==> src/rtl/ram_stream_writer.sv <==
// rtl/ram_stream_writer.sv - buffers a 16-bit stream and writes it into consecutive RAM blocks
module ram_stream_writer #(
  parameter int BlockWidth = 21,
  parameter int BlockSize  = 16,
  parameter int CountWidth = 21,
  parameter int FifoDepth  = 32
) (
  input  logic                  clk,
  input  logic                  rst,
  input  logic                  start_trigger,
  output logic                  start_ready,
  input  logic [BlockWidth-1:0] start_block,
  input  logic [CountWidth-1:0] start_blockCount,
  input  logic                  in_valid,
  output logic                  in_ready,
  input  logic [15:0]           in_data,
  input  logic                  cmd_ready,
  output logic                  cmd_trigger,
  output logic [BlockWidth-1:0] cmd_block,
  output logic                  cmd_write,
  input  logic                  data_ready,
  output logic                  data_trigger,
  output logic [15:0]           data_write,
  output logic                  busy,
  output logic                  done
);

  localparam int AW = $clog2(FifoDepth);
  localparam int OW = AW + 1;
  localparam int IW = (BlockSize > 1) ? $clog2(BlockSize) : 1;

  typedef enum logic [1:0] {S_IDLE, S_CMD, S_DATA, S_DONE} state_t;

  state_t                state;
  logic [CountWidth-1:0] blocks_left;
  logic [IW-1:0]         word_idx;

  logic [15:0]   mem [FifoDepth];
  logic [AW-1:0] wr_ptr;
  logic [AW-1:0] rd_ptr;
  logic [OW-1:0] count;
  logic [OW-1:0] count_next;
  logic          empty;
  logic          push;
  logic          pop;
  logic          start_acc;
  logic          last_word;

  assign empty        = (count == '0);
  assign push         = in_valid && in_ready;
  assign data_trigger = (state == S_DATA) && !empty;
  assign pop          = data_trigger && data_ready;
  assign data_write   = mem[rd_ptr];
  assign count_next   = count + OW'(push) - OW'(pop);
  assign start_ready  = (state == S_IDLE);
  assign busy         = (state != S_IDLE);
  assign cmd_write    = 1'b1;
  assign start_acc    = start_trigger && start_ready;
  assign last_word    = (word_idx == IW'(BlockSize - 1));

  always_ff @(posedge clk) begin
    if (push) mem[wr_ptr] <= in_data;
  end

  // in_ready looks only at the registered occupancy, so a full FIFO never takes a push
  always_ff @(posedge clk) begin
    if (rst) begin
      wr_ptr   <= '0;
      rd_ptr   <= '0;
      count    <= '0;
      in_ready <= 1'b1;
    end else begin
      if (push) wr_ptr <= wr_ptr + AW'(1);
      if (pop)  rd_ptr <= rd_ptr + AW'(1);
      count    <= count_next;
      in_ready <= (count_next != OW'(FifoDepth));
    end
  end

  always_ff @(posedge clk) begin
    if (rst) begin
      state       <= S_IDLE;
      cmd_trigger <= 1'b0;
      cmd_block   <= '0;
      blocks_left <= '0;
      word_idx    <= '0;
      done        <= 1'b0;
    end else begin
      done <= 1'b0;
      case (state)
        S_IDLE: begin
          if (start_acc) begin
            if (start_blockCount == '0) begin
              done <= 1'b1;
            end else begin
              cmd_block   <= start_block;
              blocks_left <= start_blockCount;
              cmd_trigger <= 1'b1;
              state       <= S_CMD;
            end
          end
        end
        S_CMD: begin
          if (cmd_ready && cmd_trigger) begin
            cmd_trigger <= 1'b0;
            word_idx    <= '0;
            state       <= S_DATA;
          end
        end
        S_DATA: begin
          if (pop) begin
            word_idx <= word_idx + IW'(1);
            if (last_word) begin
              blocks_left <= blocks_left - CountWidth'(1);
              if (blocks_left == CountWidth'(1)) begin
                done  <= 1'b1;
                state <= S_DONE;
              end else begin
                cmd_block   <= cmd_block + BlockWidth'(1);
                cmd_trigger <= 1'b1;
                state       <= S_CMD;
              end
            end
          end
        end
        S_DONE: begin
          state <= S_IDLE;
        end
        default: state <= S_IDLE;
      endcase
    end
  end

endmodule
==> config.mk <==
export PLATFORM = sky130hd
export DESIGN_NAME = ram_stream_writer
export DESIGN_NICKNAME = d
export VERILOG_FILES = /design/src/rtl/ram_stream_writer.sv
export SDC_FILE = /design/constraint.sdc
export NUM_CORES = 1
export LEC_CHECK = 0
export BUFFER_PORTS_ARGS = -buffer_cell sky130_fd_sc_hd__buf_4
export CORE_ASPECT_RATIO = 1.5
export CORE_UTILIZATION = 60
export CTS_CLUSTER_DIAMETER = 120
export DETAILED_ROUTE_END_ITERATION = 7
export GPL_TIMING_DRIVEN = 0
export HOLD_SLACK_MARGIN = 0.03
export PLACE_DENSITY_LB_ADDON = 0.1
export SLEW_MARGIN = 25
export SYNTH_ARGS = -nofsm -noshare
export SYNTH_HDL_FRONTEND = slang
export SYNTH_SLANG_ARGS = --single-unit
==> constraint.sdc <==
create_clock -name clk -period 4.3 [get_ports clk]
set_input_delay 0.86 -clock clk [delete_from_list [all_inputs] [get_ports clk]]
set_output_delay 0.86 -clock clk [all_outputs]
set_load 0.01 [all_outputs]
==> implementation parameters <==
Parameter                              Value

Run status
  Status    completed

CTS
  Post-CTS Setup Bufs    0
  Clock transition at the registers of the reported paths    approximately 70 ps
  Number of buffers inserted by hold repair at cts    0
  Clock Sink Count    584
  Number of gates given a new drive strength after cts    18
  Number of buffers created by CTS    52
  Number of buffers on the longest clock path    3
  Maximum level of the CTS H-tree    2
  Library cell used as clock root buffer    clkbuf_16
  Clock tree from TritonCTS    yes
  Clock insertion delay at the later pin of the skew report    approximately 580 ps

Final layout
  Fraction of layout cells with a size suffix above 1    between 30% and 40%
  Fin nets    ~1,600
  Cell area after layout    around 0.027 sq mm
  Final Core Density    a little over two thirds
  Sequential cell area in the final layout    around 0.017 sq mm
  Growth of design area from synthesis to finish    14.96%
  Post-route insts no fill    2,012
  Most frequent cells in the layout    edfxtp_1 (512), mux4_2 (160), buf_4 (115), dfxtp_1 (72), nand2_1 (56)
  Fill cells    between 2,000 and 2,500
  Multi-input combinational cell area    0.006655 sq mm
  ANT cells    0
  Most common library cell in the layout ignoring fill and taps    edfxtp_1

Power
  Pwr per Cell Area    446.1 mW/mm^2
  Overall Power    between 10 and 15 mW
  Worst voltage drop across the vdd grid    0.3765 mV
  Static leakage    8.691 nW

Placement
  Count of buffers inserted at the top-level ports    between 100 and 150
  Worst setup slack before clock tree synthesis    about 290 ps
  Area after detailed placement    0.02544 sq mm
  Cell count after placement    between 1,500 and 2,000
  DPL Wire Length    38.36 mm
  Placer Congestion    0.9176

Synth
  Area share of the leading cell type in the synthesized netlist    64.92%
  Net count after synthesis    roughly 1,400
  Register bit count reported by yosys    584
  Count of warnings emitted by yosys    0
  Per-instance average area after synthesis    approximately 18 sq um
  Sequential cell area fraction in the yosys report    a little under three quarters
  Most used flip-flop cell after synthesis    edfxtp_1
  Cell Area, Synth    0.02368 sq mm
  Synthesized netlist cell count    1,300
  Post-synth EDFFs    around 500
  Library cells used by synthesis    66
  Most area-hungry cell type in the Yosys netlist    edfxtp_1
  Share of async-settable or async-resettable flops after synthesis    0%
  Largest cells by area after synthesis    edfxtp_1 (65%), mux4_2 (15%), dfxtp_1 (6.1%), nor2_1 (1.2%), a21oi_1 (0.99%)

Routing
  Router iterations before antenna repair    5
  DRC violation count after routing    0
  Routed WL per cell    around 29 microns
  DRT iter0 DRCs    1,352
  Average vias per placed instance    approximately 6.6
  Routed WL    ~60 mm
  Total via count after detailed routing    approximately 13,000
  Post-DRT Antenna Nets    0

GRT
  Final global-route overflow total    0
  Total global-route track usage    29.85%
  Number of global-route vias before repair    13,610
  Pin count of the biggest net entering global routing    33
  Initial antenna violation count    0
  Global-route wire length before repair    approximately 85 mm

Timing
  Endpoints failing hold    0
  Final worst clock skew    20.43 ps
  Final period demand of the worst path    just over 4000 ps
  Worst-case headroom to the max-slew limit    roughly 34%
  Final setup slack of the worst path    144.6 ps
  Final cycle utilization of the critical path    96.64%
  # setup viols final    0
  Final Hold Slack    483.9 ps
  RSZ-0062 raised after global routing    no
  Number of pins with negative max-slew slack in the final report    0
  Slew at the pin closest to its max-slew limit    about 980 ps
  Highest achievable clock rate    240.7 MHz
  Post-route setup TNS    0 ps

Worst setup path
  Kind of launch point of the worst setup path    flip-flop
  Cell breakdown of the critical path    buf_2 > clkbuf_4 > mux4_2 > mux4_2 > mux2_2 > buf_4
  Crit Path Max Fanout    10
  Worst path required time    between 3000 and 4000 ps
  Slowest cell on the critical path    mux4_2
  Critical path class    reg2out
  Most used cell along the critical path    mux4_2
  Sort of element at the end of the critical path    primary output
  Data arrival, critical path    approximately 3300 ps
  Delay of the slowest cell on the worst path    550 ps

Floorplan
  Number of cell rows    88
  Io pins    between 100 and 150
  Chip Height    ~250 microns
  Total Die Area    between 0.04 and 0.05 sq mm
  Core area    0.03865 sq mm
  Die X-Extent    164.2 microns
  Initial Util    61.28%

Worst hold path
  HP Class    reg2reg

Run
  Max-cap violations    0
-- final cells by class --
type | instances | share of cell area [%]
Clock buffer | 61 | 4.982
Buffer | 78 | 1.296
Timing Repair Buffer | 121 | 3.488
Multi-Input combinational cell | 617 | 24.44
Inverter | 21 | 0.2895
Tap cell | 495 | 2.275
Clock inverter | 35 | 1.461
Sequential cell | 584 | 61.76
-- power by group --
part	internal [mW]	switching (mW)
Sequential	6.29	0.0749
Clock	2.79	2.03
Combinational	0.387	0.569
-- worst paths after layout --
path,from,endpoint,slack (ps),cells past startpoint
worst max-delay path,flip-flop,data_write[12],140,6
worst min-delay path,blocks_left[8],blocks_left[8],480,2
worst max register to register,count[2],in_ready,880,15
worst min register to register,blocks_left[8],blocks_left[8],480,2
-- critical path: cells and delay by family (launching register included) --
family,cells,cell delay [ps]
flops,1,330
buf+inv,3,1020
mux,3,1390
-- flip-flops by register name, summed over array words and instances (netlist names), 2 cells and up, named ones only --
register	count
count	6
word_idx	4
mem	512
cmd_block	21
blocks_left	21
state	2
rd_ptr	5
wr_ptr	5
-- cell usage after synthesis, drive strengths merged (3+ instances only) --
cell / instances
a21o: 13
nand3b: 4
a21oi: 47
nand3: 22
mux4: 160
mux2: 17
nand2: 56
edfxtp: 512
nor3b: 5
o311ai: 8
xor2: 9
ha: 17
xnor2: 5
or2: 3
and2: 3
nor4: 9
a211o: 3
dfxtp: 72
buf: 24
clkbuf: 54
or3: 6
nor4b: 4
a311oi: 3
o32ai: 6
inv: 21
a31oi: 14
nand4b: 3
a211oi: 9
o21ai: 27
o31ai: 13
nand2b: 5
nand4: 13
nor3: 18
o21a: 3
nor2: 78
o31a: 3
-- cell families (layout without fill, tap and decap cells) --
kind of cell             Yosys count  after routing  synth area share [%]
flip-flops                       584            584                 71.01
multiplexers                     178            178                 16.07
buffers and inverters             99            316                 1.680
AO/OA/AOI/OAI                    165            165                 4.618
AND/OR/NAND/NOR                  241            241                 5.114
XOR/XNOR                          14             14                0.5178
adder cells (fa/ha/maj)           18             18                0.9827
other                              1              1               0.01583
-- layer usage --
metal	GRT usage, %	part of all wire [%]
met1	35.82	35
met5	0	0
met4	10.73	3.6
met3	3.306	5.9
met2	54.98	55
(Power assumes the default switching activity.)
